**config.mk**
```make
export PLATFORM = sky130hd
export DESIGN_NAME = mem_access_flat
export DESIGN_NICKNAME = d
export VERILOG_FILES = /design/src/rtl/mem_access_pkg.sv /design/src/rtl/mem_access_if.sv /design/src/rtl/mem_lane.sv /design/src/rtl/mem_access.sv /design/src/flat_wrapper.sv
export SDC_FILE = /design/constraint.sdc
export NUM_CORES = 1
export LEC_CHECK = 0
export CAP_MARGIN = 20
export CORE_MARGIN = 2
export CORE_UTILIZATION = 51
export DETAILED_ROUTE_END_ITERATION = 8
export PLACE_DENSITY = 0.86
export SKIP_CTS_REPAIR_TIMING = 1
export SLEW_MARGIN = 5
export SYNTH_ARGS = -nofsm -noshare
export SYNTH_HDL_FRONTEND = slang
export SYNTH_HIERARCHICAL = 1
export SYNTH_SLANG_ARGS = --single-unit
```
**constraint.sdc**
```tcl
create_clock -name clk -period 2.5 [get_ports clk]
set_input_delay 0.25 -clock clk [delete_from_list [all_inputs] [get_ports clk]]
set_output_delay 0.25 -clock clk [all_outputs]
set_load 0.1 [all_outputs]
```
**src/rtl/mem_access_pkg.sv**
```systemverilog
// Shared constants for the load/store unit: FSM state encoding, access sizes
// and the operation legality rule.
package mem_access_pkg;

  localparam logic [1:0] ST_IDLE = 2'd0;
  localparam logic [1:0] ST_REQ  = 2'd1;
  localparam logic [1:0] ST_DONE = 2'd2;

  localparam logic [1:0] SZ_B = 2'd0;
  localparam logic [1:0] SZ_W = 2'd2;
  localparam logic [1:0] SZ_D = 2'd3;

  // Exactly one of ld/st, a defined size, and natural alignment for that size.
  function automatic logic op_legal(input logic ld, input logic st,
                                    input logic [1:0] size, input logic [2:0] off);
    logic aligned;
    case (size)
      SZ_B:    aligned = 1'b1;
      SZ_W:    aligned = (off[1:0] == 2'b00);
      SZ_D:    aligned = (off == 3'b000);
      default: aligned = 1'b0;
    endcase
    return (ld ^ st) & aligned;
  endfunction

endpackage

```
**src/rtl/mem_access_if.sv**
```systemverilog
// Data-memory request/acknowledge bus between the load/store unit (master)
// and the memory (slave).
interface mem_access_if #(
  parameter int AW = 64
);
  logic          mem_req;
  logic          mem_we;
  logic [AW-1:0] mem_addr;
  logic [7:0]    mem_be;
  logic [63:0]   mem_wdata;
  logic          mem_ack;
  logic [63:0]   mem_rdata;

  modport master (output mem_req, mem_we, mem_addr, mem_be, mem_wdata,
                  input  mem_ack, mem_rdata);
  modport slave  (input  mem_req, mem_we, mem_addr, mem_be, mem_wdata,
                  output mem_ack, mem_rdata);
endinterface

```
**src/rtl/mem_lane.sv**
```systemverilog
// Combinational lane logic for a 64-bit data bus: byte enables, store-data
// shift into lanes and right-aligned, zero-filled load-data extraction.
module mem_lane
  import mem_access_pkg::*;
(
  input  logic [1:0]  size_i,
  input  logic [2:0]  off_i,
  input  logic [63:0] wdata_i,
  input  logic [63:0] rdata_i,
  output logic [7:0]  be_o,
  output logic [63:0] wdata_o,
  output logic [63:0] rdata_o
);

  logic [5:0]  shamt;
  logic [63:0] rd_shifted;

  assign shamt      = {off_i, 3'b000};
  assign rd_shifted = rdata_i >> shamt;
  assign wdata_o    = wdata_i << shamt;

  always_comb begin
    // NOTE: every output of this block gets a default first so no latch is inferred.
    be_o    = 8'hFF;
    rdata_o = rd_shifted;
    case (size_i)
      SZ_B: begin
        be_o    = 8'h01 << off_i;
        rdata_o = {56'h0, rd_shifted[7:0]};
      end
      SZ_W: begin
        be_o    = 8'h0F << off_i;
        rdata_o = {32'h0, rd_shifted[31:0]};
      end
      default: ;
    endcase
  end

endmodule

```
**src/rtl/mem_access.sv**
```systemverilog
// Execute-stage load/store unit: one request/acknowledge transaction per op.
// Optional bus timeout is enabled by defining MEM_TIMEOUT_EN.
module mem_access
  import mem_access_pkg::*;
#(
  parameter int AW      = 64,
  parameter int TIMEOUT = 255
) (
  input  logic          clk,
  input  logic          rst_n,
  input  logic          start,
  input  logic          ld,
  input  logic          st,
  input  logic [1:0]    size,
  input  logic [AW-1:0] addr,
  input  logic [63:0]   wdata,
  output logic          busy,
  output logic          done,
  output logic          err,
  output logic [63:0]   d,
  mem_access_if.master  mem
);

  logic [1:0]    state_q, state_d;
  logic          ld_q, ld_d;
  logic [1:0]    size_q, size_d;
  logic [AW-1:0] addr_q, addr_d;
  logic [63:0]   wdata_q, wdata_d;
  logic          err_q, err_d;
  logic [63:0]   d_q, d_d;

  logic          req;
  logic [7:0]    lane_be;
  logic [63:0]   lane_wdata, lane_rdata;

  mem_lane u_lane (
    .size_i  (size_q),
    .off_i   (addr_q[2:0]),
    .wdata_i (wdata_q),
    .rdata_i (mem.mem_rdata),
    .be_o    (lane_be),
    .wdata_o (lane_wdata),
    .rdata_o (lane_rdata)
  );

`ifdef MEM_TIMEOUT_EN
  localparam int CW = (TIMEOUT > 1) ? $clog2(TIMEOUT) : 1;
  logic [CW-1:0] cnt_q, cnt_d;
  logic          timed_out;

  assign cnt_d     = req ? cnt_q + CW'(1) : '0;
  assign timed_out = req & (cnt_q == CW'(TIMEOUT - 1));

  always_ff @(posedge clk) begin
    if (!rst_n) cnt_q <= '0;
    else        cnt_q <= cnt_d;
  end
`else
  logic timeout_unused;
  assign timeout_unused = (TIMEOUT != 0);
`endif

  // An illegal op still spends one cycle in REQ (with the bus gated off) so
  // that done/err line up with the minimum two-cycle latency.
  always_comb begin
    state_d = state_q;
    ld_d    = ld_q;
    size_d  = size_q;
    addr_d  = addr_q;
    wdata_d = wdata_q;
    err_d   = err_q;
    d_d     = d_q;
    case (state_q)
      ST_IDLE: if (start) begin
        ld_d    = ld;
        size_d  = size;
        addr_d  = addr;
        wdata_d = wdata;
        err_d   = ~op_legal(ld, st, size, addr[2:0]);
        state_d = ST_REQ;
      end
      ST_REQ: begin
        if (err_q) begin
          state_d = ST_DONE;
        end else if (mem.mem_ack) begin
          if (ld_q) d_d = lane_rdata;
          state_d = ST_DONE;
        end
`ifdef MEM_TIMEOUT_EN
        else if (timed_out) begin
          err_d   = 1'b1;
          state_d = ST_DONE;
        end
`endif
      end
      ST_DONE: state_d = ST_IDLE;
      default: state_d = ST_IDLE;
    endcase
  end

  always_ff @(posedge clk) begin
    // NOTE: sequential state uses non-blocking assignments; reset is synchronous.
    if (!rst_n) begin
      state_q <= ST_IDLE;
      ld_q    <= 1'b0;
      size_q  <= '0;
      addr_q  <= '0;
      wdata_q <= '0;
      err_q   <= 1'b0;
      d_q     <= '0;
    end else begin
      state_q <= state_d;
      ld_q    <= ld_d;
      size_q  <= size_d;
      addr_q  <= addr_d;
      wdata_q <= wdata_d;
      err_q   <= err_d;
      d_q     <= d_d;
    end
  end

  assign busy = (state_q == ST_REQ);
  assign done = (state_q == ST_DONE);
  assign err  = done & err_q;
  assign d    = d_q;
  assign req  = busy & ~err_q;

  // Bus outputs are zero whenever no request is outstanding.
  assign mem.mem_req   = req;
  assign mem.mem_we    = req & ~ld_q;
  assign mem.mem_addr  = req ? {addr_q[AW-1:3], 3'b000} : '0;
  assign mem.mem_be    = req ? lane_be : '0;
  assign mem.mem_wdata = req ? lane_wdata : '0;

endmodule

```
**src/flat_wrapper.sv**
```systemverilog
// flat-port wrapper written by rule: the top's interface ports become plain ports
module mem_access_flat import mem_access_pkg::*;
#(
  parameter int AW      = 64,
  parameter int TIMEOUT = 255
)
  (clk, rst_n, start, ld, st, size, addr, wdata, busy, done, err, d, mem_mem_req, mem_mem_we, mem_mem_addr, mem_mem_be, mem_mem_wdata, mem_mem_ack, mem_mem_rdata);
  mem_access_if #(.AW(AW)) mem_i ();
  input  logic clk;
  input  logic rst_n;
  input  logic start;
  input  logic ld;
  input  logic st;
  input  logic [1:0] size;
  input  logic [AW-1:0] addr;
  input  logic [63:0] wdata;
  output logic busy;
  output logic done;
  output logic err;
  output logic [63:0] d;
  output wire logic [$bits(mem_i.mem_req)-1:0] mem_mem_req;
  output wire logic [$bits(mem_i.mem_we)-1:0] mem_mem_we;
  output wire logic [$bits(mem_i.mem_addr)-1:0] mem_mem_addr;
  output wire logic [$bits(mem_i.mem_be)-1:0] mem_mem_be;
  output wire logic [$bits(mem_i.mem_wdata)-1:0] mem_mem_wdata;
  input wire logic [$bits(mem_i.mem_ack)-1:0] mem_mem_ack;
  input wire logic [$bits(mem_i.mem_rdata)-1:0] mem_mem_rdata;
  assign mem_mem_req = mem_i.mem_req;
  assign mem_mem_we = mem_i.mem_we;
  assign mem_mem_addr = mem_i.mem_addr;
  assign mem_mem_be = mem_i.mem_be;
  assign mem_mem_wdata = mem_i.mem_wdata;
  assign mem_i.mem_ack = mem_mem_ack;
  assign mem_i.mem_rdata = mem_mem_rdata;
  mem_access #(.AW(AW), .TIMEOUT(TIMEOUT)) u_core (.clk(clk), .rst_n(rst_n), .start(start), .ld(ld), .st(st), .size(size), .addr(addr), .wdata(wdata), .busy(busy), .done(done), .err(err), .d(d), .mem(mem_i));
endmodule
```
Yosys cells after proc, flatten, opt, wreduce, memory -nomap -nowiden

Cells that the tools add are included.

Bits in registers: 198
Latch bits: 0
Memory bits (writable): 0
ROM bits: 0
Bits of input ports: 200
Output and inout port bits: 205
Logic and storage cells: 46
Memories: 0

$add $sub $neg: 0
$mul: 0
Div/mod/pow operators: 0
Magnitude comparators: 0
Equality and inequality tests: 7
Shift-type cells: 4
Muxes and demuxes: 12
Bitwise gates (word level): 8
Reduce and logical (&&, ||, !) cells: 8

Operator list:

| cell                                             | number |
|---|---|
| 2-to-1 mux 64 bit                                | 2 |
| case mux 64 bit (2 select lines)                 | 1 |
| left shift 64 x 6 -> 64 bit                      | 1 |
| right shift 64 x 6 -> 64 bit                     | 1 |
| case mux 8 bit (2 select lines)                  | 1 |
| == test 2 bit (second input constant)            | 4 |
| zero test 2 bit                                  | 4 |
| 2-to-1 mux 8 bit                                 | 1 |
| left shift 1 x 3 -> 8 bit (first input constant) | 1 |
| left shift 4 x 3 -> 8 bit (first input constant) | 1 |
| 2-to-1 mux 2 bit                                 | 3 |
| bitwise AND 1 bit                                | 4 |
| case mux 2 bit (2 select lines)                  | 1 |
| AND reduction 2 bit                              | 2 |
| AND reduction 4 bit                              | 1 |
| zero test 3 bit                                  | 1 |
| != test 3 bit (second input constant)            | 1 |
| NOT 1 bit                                        | 3 |
| case mux 1 bit (3 select lines)                  | 1 |
| == test 2 x 1 -> 1 bit (second input constant)   | 1 |
| 2-to-1 mux 1 bit                                 | 2 |
| != test 2 bit (second input constant)            | 1 |
| XOR 1 bit                                        | 1 |

Longest topological paths before layout

Gate-level depths: netlist of run 1.

Depth after elaboration: 6
Mapped depth: 9
Depth with buffers taken out: 5

Cells and area by module

Netlist of run 1, hierarchy kept.

By module, submodules not included:

| module     | instances | cells an instance | area each (µm²) | sequential area each (µm²) |
|---|---|---|---|---|
| mem_access | 1         | 1020              | 8513.2          | 3963.8 |
| mem_lane   | 1         | 480               | 3761.1          | 0.0 |

Worst setup path after synthesis of run 1

Ideal clock, no wire load.

Kind: flip-flop to output port
From: register u_core.state_q[1]
To: output port err
Arrival: 2.633 ns
Required time: 2.250 ns
Path slack: -0.383 ns
Stages on the path, launching flop included: 3
Path buffers: 0
Path through: dfxtp_1 > nor2b_1 > and2_1

Longest elaborated chain between the ends: 2

RTL lines:

| element                  | RTL line           | source |
|---|---|---|
| start: declaration       | mem_access.sv:24   | `logic [1:0] state_q, state_d;` |
| start signal: assignment | mem_access.sv:112  | `state_q <= state_d;` |
| == test 2 bit            | mem_access.sv:123  | `assign done = (state_q == ST_DONE);` |
| via done                 | flat_wrapper.sv:18 | `output logic done;` |
| bitwise AND 1 bit        | mem_access.sv:124  | `assign err = done & err_q;` |
| end: declaration         | flat_wrapper.sv:19 | `output logic err;` |

The timed path passes the listed nets, and every way through them passes these cells.

Worst setup path in the final report of run 1

From: register u_core.addr_q[2]
To: output port mem_mem_wdata[57]

Longest elaborated chain between the ends: 2

RTL lines:

| element                     | RTL line           | source |
|---|---|---|
| start: declaration          | mem_access.sv:27   | `logic [AW-1:0] addr_q, addr_d;` |
| start signal: assignment    | mem_access.sv:115  | `addr_q <= addr_d;` |
| left shift 64 x 6 -> 64 bit | mem_lane.sv:20     | `assign wdata_o = wdata_i << shamt;` |
| via u_core.lane_wdata[57]   | mem_access.sv:34   | `logic [63:0] lane_wdata, lane_rdata;` |
| 2-to-1 mux 64 bit           | mem_access.sv:133  | `assign mem.mem_wdata = req ? lane_wdata : '0;` |
| end: declaration            | flat_wrapper.sv:25 | `output wire logic [$bits(mem_i.mem_wdata)-1:0] mem_mem_wdata;` |

The timed path passes the listed nets, and every way through them passes these cells.

==> summary.md, run 1 <==
| Metric | Value |
|---|---|
| WS Path Type | `flip-flop to output port` |
| Tot Pwr | `about 9 mW` |
| Internal power | `5.82 mW` |
| 1st-pass router iterations | `6` |
| Final Util | `77.2%` |
| Buf/Inv on CP | `4` |
| Syn avg cell area | `8.18 um2` |
| TritonCTS Buffers | `17` |
| Cell Area, Synth | `between 10,000 and 15,000 um2` |
| Largest net degree at the start of global routing | `90` |
| Delay of the slowest critical-path stage | `430 ps` |
| Fin crit period | `between 2000 and 3000 ps` |
| Max clock buf depth | `2` |
| Outcome | `finished, violations left` |
| Yosys top cell area share | `between 30% and 40%` |
| Setup Skew | `around 14 ps` |
| Die area | `about 25,000 um2` |
| Avg WL per Cell | `around 21 um` |
| Critical path launch point type | `flip-flop` |
| Share of synthesized registers carrying an async set or reset | `0%` |
| Vias per Instance | `slightly below 6` |
| Hold Vio Cnt, Final | `0` |
| Warnings, synthesis | `6` |
| Area contributors post-synth | `dfxtp_1 32%, nand2_1 13%, mux2i_1 9.4%, and2_1 7.9%, a21boi_1 5.5%` |
| # clock sinks | `198` |
| Starting Density | `a little over half` |
| First-pass GRT wire length | `around 67 mm` |
| Slowest stage cell, crit path | `dfxtp_2` |
| Clock Power Share | `32.0%` |
| Ports | `a little over 400` |
| Worst slew pin tran | `644 ps` |
| Total wire length | `between 40 and 50 mm` |
| Final GP Congestion | `roughly 0.98` |
| Vias after detailed routing | `about 12,000` |
| Comb power frac | `29.1%` |
| # fillers | `1,644` |
| Crit-path cells | `buf_12 > inv_1 > buf_4 > o31ai_1 > and2_1 > buf_12` |
| Part of the power in registers | `about two fifths` |
| DRT iter0 DRCs | `1,204` |
| CTS root buf | `clkbuf_16` |
| Crit-path leading delay family | `buffers and inverters` |
| P_sw | `about 3 mW` |
| Congestion Overflow GR | `0` |
| GRT Util Overall | `roughly 33%` |
| Worst IR Drop VDD | `0.000433 V` |
| Leakage Power | `approximately 7.0 nW` |
| PD cells | `between 400 and 500 nW/um2` |
| Final net count | `slightly above 2,000` |
| Final Setup Violations | `1` |
| Hold Crit Class | `input pin to flip-flop` |
| Pre-CTS setup slack | `roughly 200 ps` |
| Unrepaired setup endpoints after global routing | `yes` |
| Register bit total from synthesis | `198` |
| Switching Fraction | `between 30% and 40%` |
| Initial antenna violation count | `4` |
| Share of cells above drive strength 1 | `between 20% and 30%` |
| Synth Flop Type | `dfxtp_1` |
| Hpwl dp | `32.2 mm` |
| Hold slack | `303 ps` |
| Slew HR | `57.1%` |
| Post-synth EDFFs | `0` |
| Crit share post-route | `100%` |
| Yosys cell types | `just under 60` |
| IO Port Bufs | `roughly 400` |
| Routed Antenna Nets | `0` |
| Area Growth Syn to Fin | `48.1%` |
| Post-Synthesis Cells | `roughly 1,500` |
| Core Region | `between 20,000 and 25,000 um2` |
| CTS clk-pin slew, worst paths | `80 ps` |
| Final setup TNS | `-1.82 ps` |
| CP Capture Type | `output port` |
| Register area share after synthesis | `32.3%` |
| Die Height | `between 150 and 200 um` |
| Latest clock arrival within the worst-skew pair | `around 440 ps` |
| Slack of the critical path | `-1.82 ps` |
| Most used cell, CP | `buf_12` |
| FMAX | `approximately 400 MHz` |
| DRC Markers | `0` |
| Required time worst endpoint | `~2300 ps` |
| CTS tree | `built` |
| Failing checks | `setup timing` |
| Std-Cell Rows | `56` |
| Max_cap viols | `0` |
| Die width | `159 um` |
| H-tree depth | `4` |
| CP Max Fanout | `38` |
| Vias in the first global route | `12,000` |
| WP data arrival | `around 2300 ps` |
| Leading area contributor after synthesis | `dfxtp_1` |
| Final max-slew violation count | `0` |
-- worst reg2reg max path, delay by kind of cell, from the launching register on --
family	cells	cell delay (ps)
AND/OR/NAND/NOR	2	560
multiplexers	1	170
flip-flops	1	380
AO/OA/AOI/OAI	1	490
buffers and inverters	3	660
-- area by class of cell --
class	count	area (um2)	area share [%]
multi-input cells	1158	7450	41.0
repair buffers	448	5730	31.5
flip-flops and latches	198	3970	21.9
clock buffers	18	429	2.36
well taps	319	399	2.20
clock inverters	13	164	0.902
inverters	6	22.5	0.124
diodes	1	2.50	0.0138
-- final timing paths --
path | start | end | slack, ps | depth (start not counted)
hold reg to reg | u_core/addr_q[5]$_SDFFE_PN0P_ | u_core/addr_q[5]$_SDFFE_PN0P_ | 450 | 2
setup reg to reg | u_core/addr_q[2]$_SDFFE_PN0P_ | u_core/d[18]$_SDFFE_PN0P_ | 180 | 7
setup / recovery | u_core/addr_q[2]$_SDFFE_PN0P_ | mem_mem_wdata[57] | -2 | 6
hold / removal | rst_n | u_core/state_q[0]$_SDFFE_PN0P_ | 300 | 2
-- layout by cell type (no fill, tap or decap), drive strengths merged, types with 4 or more instances in the layout --
master / count
a211oi: 9
a21boi: 131
a21oi: 33
a2bb2oi: 16
a31oi: 5
a32oi: 4
and2: 159
and3: 8
buf: 250
clkbuf: 18
clkdlybuf4s50: 198
clkinv: 5
dfxtp: 198
inv: 12
mux2: 39
mux2i: 115
mux4: 30
nand2: 420
nand2b: 7
nand3b: 6
nor2: 76
nor2b: 10
nor3: 15
o21ai: 15
o2bb2ai: 5
o31ai: 9
o32ai: 15
or2: 4
-- stage by stage --
step	std cells	instance area, um2
floorplan	1502	12300
global placement	2116	17400
detailed placement	2116	17400
CTS	2147	18000
global route	2161	18200
finish	2161	18200
-- power groups by stage --
stage               Combinational, mW  Sequential (mW)  Clock, mW
floorplan                        1.60             3.46          0
global placement                 2.42             3.52          0
detailed placement               2.45             3.52          0
CTS                              2.46             3.45       2.87
global route                     2.71             3.45       2.97
finish                           2.57             3.44       2.83
-- cells by family after synthesis --
group                  synth area share [%]
AND/OR/NAND/NOR                        26.2
AO/OA/AOI/OAI                          15.5
flip-flops                             32.3
multiplexers                           18.5
buffers and inverters                  7.40
XOR/XNOR                             0.0714
other                                0.0306
-- cells in the mapped netlist, types with 30 or more instances --
cell / count
clkbuf_1: 45
nor2_1: 75
buf_2: 37
a21boi_0: 41
a21boi_1: 90
mux2_2: 38
nand2_1: 420
a21oi_1: 33
and2_1: 155
dfxtp_1: 198
mux4_2: 30
mux2i_1: 115
-- metal layers --
layer	GRT usage [%]	share of wire, %	up-vias
li1	-	-	5699
met1	37.0	35	5836
met2	58.6	49	796
met4	16.0	5.6	2
met3	9.95	10	166
met5	0	0.027	-
-- flip-flops by register name, indices dropped and copies added (netlist names) --
| name | cells |
|---|---|
| u_core/state_q | 2 |
| u_core/addr_q | 64 |
| u_core/d | 64 |
| u_core/size_q | 2 |
| u_core/ld_q | 1 |
| u_core/wdata_q | 64 |
| u_core/err_q | 1 |
No activity file was read; power rests on OpenSTA's default activity.
==> inputs of run 2 (changes only) <==
Settings changed: CORE_UTILIZATION 51 to 43, PLACE_DENSITY 0.86 to 0.77.
Clock period 2.5 ns to 2.3 ns, I/O delays scaled along.
==> run 2 against run 1 <==
Compared with the run above:
- the run still ends with setup timing left
- clock-buffer cell count fell by 1
- largest power group unchanged
- global-route usage fell by 4.4 points
- clock power rose by 4%
- wire length rose by 3.6%
- first-iteration DRC count fell by 13%
- hold slack got worse by 63 ps
- cell area rose by 3.4%
- register-to-register slack improved by 70 ps
==> summary.md, run 2 (same netlist as run 1, synthesis figures left out) <==
| Metric | Value |
|---|---|
| Area Growth Syn to Fin | `53.2% (was 48.1%)` |
| Hold Vio Cnt, Final | `0 (unchanged)` |
| Leakage Power | `7.24 nW (was 7.02 nW)` |
| PD cells | `513 nW/um2 (was 486 nW/um2)` |
| WP depth | `7 (was 6)` |
| DRC Markers | `0 (unchanged)` |
| Placed insts | `2,189 (was 2,116)` |
| Fin crit period | `2350 ps` |
| Die area | `29,900 um2 (was 25,300 um2)` |
| IO Port Bufs | `401 (unchanged)` |
| CTS clk-pin slew, worst paths | `80 ps (about the same)` |
| Final GP Congestion | `0.931 (was 0.985)` |
| Die Height | `173 um (was 159 um)` |
| Buf/Inv on CP | `3 (was 4)` |
| Final setup TNS | `-313 ps (was -1.82 ps)` |
| Post-route cell area | `18,800 um2 (was 18,200 um2)` |
| Commonest non-fill, non-tap cell in the layout | `nand2_1 (unchanged)` |
| R2R depth | `8 (was 7)` |
| GRT Util Overall | `29.0% (was 33.4%)` |
| Final Setup Violations | `15 (was 1)` |
| Setup Skew | `11.8 ps (was 13.7 ps)` |
| Starting Density | `43.9% (was 52.1%)` |
| Hold Crit Class | `input pin to flip-flop (unchanged)` |
| WS Path Type | `flip-flop to output port (unchanged)` |
| Slowest stage cell, crit path | `dfxtp_4 (was dfxtp_2)` |
| M2 GR Usage | `52.8% (was 58.6%)` |
| Vias per Instance | `5.49 (was 5.78)` |
| Non-filler cells, final | `2,243 (was 2,161)` |
| Final net count | `2,054 (was 2,029)` |
| Diode count | `0 (was 1)` |
| Failing checks | `setup timing (unchanged)` |
| Latest clock arrival within the worst-skew pair | `430 ps (was 440 ps)` |
| Total wire length | `46.2 mm (was 44.6 mm)` |
| 1st-pass router iterations | `5 (was 6)` |
| Number of cells on the worst hold path | `2 (unchanged)` |
| Congestion Overflow GR | `0 (unchanged)` |
| Outcome | `finished, violations left (unchanged)` |
| Met1 global-route usage | `33.2% (was 37.0%)` |
| First-pass GRT wire length | `68.7 mm (was 67.1 mm)` |
| TritonCTS Buffers | `17 (unchanged)` |
| Hold slack | `239 ps (was 303 ps)` |
| Max clock buf depth | `2 (unchanged)` |
| CTS root buf | `clkbuf_16 (unchanged)` |
| CTS tree | `built (unchanged)` |
| Gr busiest metal | `met2 (unchanged)` |
| Vias after detailed routing | `12,300 (was 12,500)` |
| Vias in the first global route | `12,100 (was 12,000)` |
| Crit-path leading delay family | `flip-flops (was buffers and inverters)` |
| Final max-slew violation count | `0 (unchanged)` |
| Share of cells above drive strength 1 | `24.7% (was 20.0%)` |
| FMAX | `about 430 MHz` |
| Hpwl dp | `33.2 mm (was 32.2 mm)` |
| Die width | `173 um (was 159 um)` |
| Unrepaired setup endpoints after global routing | `yes (unchanged)` |
| DRT iter0 DRCs | `1,048 (was 1,204)` |
| Critical path launch point type | `flip-flop (unchanged)` |
| Most frequent cells in the layout | `414 x nand2_1, 198 x clkdlybuf4s50_1, 195 x dfxtp_1 (was 420 x nand2_1, 198 x clkdlybuf4s50_1, 195 x dfxtp_1)` |
| Met3 global-route usage | `6.64% (was 9.95%)` |
| H-tree depth | `4 (unchanged)` |
| Core Region | `27,900 um2 (was 23,500 um2)` |
| Delay of the slowest critical-path stage | `450 ps (was 430 ps)` |
| Avg WL per Cell | `20.6 um (about the same)` |
| # fillers | `2,233 (was 1,644)` |
| CP Capture Type | `output port (unchanged)` |
| Crit share post-route | `102%` |
| Required time worst endpoint | `2070 ps (was 2250 ps)` |
| Slack of the critical path | `-46.0 ps (was -1.82 ps)` |
| # clock sinks | `198 (unchanged)` |
| Worst IR Drop VDD | `0.000413 V (was 0.000433 V)` |
| WP data arrival | `2120 ps (was 2250 ps)` |
| Largest net degree at the start of global routing | `96 (was 90)` |
| Ports | `405 (unchanged)` |
| Max_cap viols | `0 (unchanged)` |
| Routed Antenna Nets | `0 (unchanged)` |
| Std-Cell Rows | `61 (was 56)` |
| Placed cell areas | `17,600 um2 (was 17,400 um2)` |
| Crit-path cells | `buf_12 > buf_4 > mux2_2 > a21oi_1 > a21oi_1 > and2_1 > buf_12 (was buf_12 > inv_1 > buf_4 > o31ai_1 > and2_1 > buf_12)` |
| Initial antenna violation count | `1 (was 4)` |
| CP Max Fanout | `7 (was 38)` |
[run 2: changes by cell type in the layout (fill, tap and decap cells not counted), sizes merged]
| cell | delta |
|---|---|
| clkinv | +2 |
| buf | +23 |
| clkinvlp | +1 |
| inv | -2 |
| clkbuf | +1 |
| diode | -1 |
| bufinv | -1 |
[run 2: area by class of cell]
class	instances	area, um2	area share (%)
well taps	378	473	2.52
repair buffers	473	6050	32.2
flip-flops and latches	198	3970	21.1
clock inverters	13	140	0.745
multi-input cells	1158	7700	41.0
clock buffers	17	425	2.26
inverters	6	30.0	0.160
[run 2: path summary, 6_finish.rpt]
kind | from | to | slack (ps)
worst max-delay path | u_core/addr_q[1]$_SDFFE_PN0P_ | mem_mem_wdata[38] | -50
worst min register to register | u_core/addr_q[4]$_SDFFE_PN0P_ | u_core/addr_q[4]$_SDFFE_PN0P_ | 450
worst min-delay path | rst_n | u_core/state_q[0]$_SDFFE_PN0P_ | 240
worst max register to register | u_core/addr_q[0]$_SDFFE_PN0P_ | u_core/d[3]$_SDFFE_PN0P_ | 250
[run 2: stage by stage]
step	util [%]	power (mW)	worst slack (ps)
6_report	67.3	9.65	-46.0
5_1_grt	67.3	10.0	-91.4
3_5_place_dp	63.0	6.55	196
2_1_floorplan	-	5.50	7.20
4_1_cts	65.1	9.49	-277
3_3_place_gp	63.0	6.51	248
[run 2: report_power, final]
part | internal [mW] | total [mW] | leakage, nW | switching, mW
registers | 3.58 | 3.74 | 1.62 | 0.157
logic | 1.29 | 2.96 | 5.34 | 1.67
clock network | 1.44 | 2.95 | 0.278 | 1.51
[run 2: layer usage]
layer  vias up  wire, um
met5         -        13
met4         2      1670
met3       116      3530
met2       603     23500
met1      5844     17400
li1       5759         -
[run 2: worst reg2reg max path, stage by stage, from the launching register on]
cell and delay, ps:
dfxtp_4 430, buf_12 140, buf_4 140, buf_4 310, mux4_2 550, nand2_1 80
o31ai_1 120, nand2_1 90, mux2i_1 60
==> inputs of run 3 (changes only) <==
Settings changed: SETUP_SLACK_MARGIN from default to 0.2.
==> run 3 against run 2 <==
Compared with the run above:
- the flow still finishes with violations (setup timing)
- sequential cell count unchanged
- via count rose by 5.4%
- critical endpoint is now mem_mem_wdata[46]
- sequential share of layout area decreased by 0.73 points
- clock-buffer cell count grew 2
- register-to-register slack is essentially flat
- hold slack better by 16 ps
- cell area increased by 3.7%
==> summary.md, run 3 (same netlist as run 1, synthesis figures left out) <==
| Metric | Value |
|---|---|
| Unrepaired setup endpoints after global routing | `yes (unchanged)` |
| Total wire length | `50.2 mm (was 46.2 mm)` |
| IO Port Bufs | `401 (unchanged)` |
| Vias after detailed routing | `13,000 (was 12,300)` |
| Delay of the slowest critical-path stage | `460 ps (was 450 ps)` |
| Final max-slew violation count | `0 (unchanged)` |
| TritonCTS Buffers | `17 (unchanged)` |
| Met2 WL | `24.5 mm (was 23.5 mm)` |
| Slack of the critical path | `-177 ps (was -46.0 ps)` |
| Hpwl dp | `32.9 mm (was 33.2 mm)` |
| Slowest stage cell, crit path | `dfxtp_4 (unchanged)` |
| Hold Vio Cnt, Final | `0 (unchanged)` |
| H-tree depth | `4 (unchanged)` |
| Non-filler cells, final | `2,260 (was 2,243)` |
| Final Setup Violations | `25 (was 15)` |
| Hold Crit Class | `input pin to flip-flop (unchanged)` |
| Area Growth Syn to Fin | `58.8% (was 53.2%)` |
| Outcome | `finished, violations left (unchanged)` |
| CP Capture Type | `output port (unchanged)` |
| Latest clock arrival within the worst-skew pair | `450 ps (was 430 ps)` |
| RR Startpoint | `u_core/addr_q[0]$_SDFFE_PN0P_ (unchanged)` |
| Most frequent cells in the layout | `417 x nand2_1, 198 x clkdlybuf4s50_1, 193 x dfxtp_1 (was 414 x nand2_1, 198 x clkdlybuf4s50_1, 195 x dfxtp_1)` |
| Multi-input gate area | `8030 um2 (was 7700 um2)` |
| GRT Util Overall | `28.8% (was 29.0%)` |
| Tot Pwr | `10.1 mW (was 9.65 mW)` |
| Crit-path cells | `buf_4 > clkbuf_16 > nor2b_1 > a211oi_1 > o32ai_1 > and2_2 > buf_12 (was buf_12 > buf_4 > mux2_2 > a21oi_1 > a21oi_1 > and2_1 > buf_12)` |
| First-pass GRT wire length | `68.4 mm (was 68.7 mm)` |
| DRT iter0 DRCs | `1,450 (was 1,048)` |
| Worst slew pin tran | `about 640 ps` |
| Final GP Congestion | `1.02 (was 0.931)` |
| Max clock buf depth | `2 (unchanged)` |
| # clock sinks | `198 (unchanged)` |
| Commonest non-fill, non-tap cell in the layout | `nand2_1 (unchanged)` |
| Worst setup endpoint | `mem_mem_wdata[46] (was mem_mem_wdata[38])` |
| Pre-CTS setup slack | `-71.2 ps (was 196 ps)` |
| Critical path launch point type | `flip-flop (unchanged)` |
| Largest net degree at the start of global routing | `106 (was 96)` |
| Starting Density | `43.9% (unchanged)` |
| Vias in the first global route | `11,900 (was 12,100)` |
| Fin crit period | `2480 ps (was 2350 ps)` |
| Top Layer Used | `met5 (unchanged)` |
| # fillers | `2,098 (was 2,233)` |
| Buf/Inv on CP | `3 (unchanged)` |
| Initial antenna violation count | `2 (was 1)` |
| Routed Antenna Nets | `0 (unchanged)` |
| R2R depth | `8 (unchanged)` |
| Leakage Power | `7.53 nW (was 7.24 nW)` |
| WP data arrival | `2250 ps (was 2120 ps)` |
| DRC Markers | `0 (unchanged)` |
| Crit-path leading delay family | `compound AO/OA/AOI/OAI gates (was flip-flops)` |
| FMAX | `404 MHz (was 426 MHz)` |
| Core Region | `27,900 um2 (unchanged)` |
| Share of cells above drive strength 1 | `29.7% (was 24.7%)` |
| Avg WL per Cell | `22.2 um (was 20.6 um)` |
| Diode count | `0 (unchanged)` |
| Vias per Instance | `5.75 (was 5.49)` |
| Congestion Overflow GR | `0 (unchanged)` |
| Setup Skew | `14.3 ps (was 11.8 ps)` |
| Placed insts | `2,180 (was 2,189)` |
| DR WL met3 | `5.23 mm (was 3.53 mm)` |
| Worst IR Drop VDD | `0.000371 V (was 0.000413 V)` |
| FF-to-FF setup slack | `250 ps (about the same)` |
| CP startpoint | `u_core/addr_q[1]$_SDFFE_PN0P_ (unchanged)` |
| Ports | `405 (unchanged)` |
| WP depth | `7 (unchanged)` |
| Final net count | `2,069 (was 2,054)` |
| Crit share post-route | `108% (was 102%)` |
| Die area | `29,900 um2 (unchanged)` |
| CTS tree | `built (unchanged)` |
| CTS root buf | `clkbuf_16 (unchanged)` |
| Hold slack | `256 ps (was 239 ps)` |
| Die width | `173 um (unchanged)` |
| Register Area | `3980 um2 (was 3970 um2)` |
| Min-Delay Startpoint | `rst_n (unchanged)` |
| Required time worst endpoint | `2070 ps (about the same)` |
| Slew HR | `between 50 and 60%` |
| CP Max Fanout | `11 (was 7)` |
| CTS clk-pin slew, worst paths | `80 ps (about the same)` |
| Std-Cell Rows | `61 (unchanged)` |
| Max_cap viols | `0 (unchanged)` |
| Die Height | `173 um (unchanged)` |
| PD cells | `520 nW/um2 (was 513 nW/um2)` |
| 1st-pass router iterations | `7 (was 5)` |
| R2r endpoint | `u_core/d[3]$_SDFFE_PN0P_ (unchanged)` |
| Failing checks | `setup timing (unchanged)` |
| WS Path Type | `flip-flop to output port (unchanged)` |
| M1 wire length | `18.0 mm (was 17.4 mm)` |
## run 3: cell count changes in the layout (fill, tap and decap cells not counted), moves of 8 or more
cell and change:
nor2_1 -13, and2_1 -62, and2_4 +43, clkbuf_16 +10, and2_2 +21, nor2_4 +8
## run 3: worst min-delay path by stage
stage / to / cells past startpoint / slack, ps
6_report: u_core/addr_q[62]$_SDFFE_PN0P_ / 2 / 260
5_1_grt: u_core/addr_q[62]$_SDFFE_PN0P_ / 2 / 270
4_1_cts: u_core/addr_q[52]$_SDFFE_PN0P_ / 2 / 260
3_5_place_dp: u_core/addr_q[12]$_SDFFE_PN0P_ / 2 / 440
3_3_place_gp: u_core/addr_q[31]$_SDFFE_PN0P_ / 2 / 440
2_1_floorplan: u_core/addr_q[10]$_SDFFE_PN0P_ / 2 / 360
## run 3: power breakdown
part	internal (mW)	switching [mW]
clock	1.58	1.60
sequential	3.58	0.173
combinational	1.41	1.78
## run 3: per-stage QoR
step	instance area, um2	utilization (%)	TNS, ps
final	19500	69.8	-1310
after CTS	18200	65.2	-14240
after global placement	17600	63.0	0
after detailed placement	17600	63.0	-130
after floorplan	12400	-	0
after global routing	19500	69.8	-2800
## run 3: final cells by class
cell class | instances | area share, %
clock inverter | 13 | 0.937
timing repair buffer | 486 | 32.7
sequential | 198 | 20.4
clock buffer | 19 | 2.22
multi-input combinational | 1160 | 41.2
tap | 378 | 2.43
inverter | 6 | 0.135
## run 3: metal layers
layer  up-vias  GRT usage, %
met1      6115          33.5
met3       198          8.05
li1       5805             -
met2       865          50.5
met5         -             0
met4         4          10.3
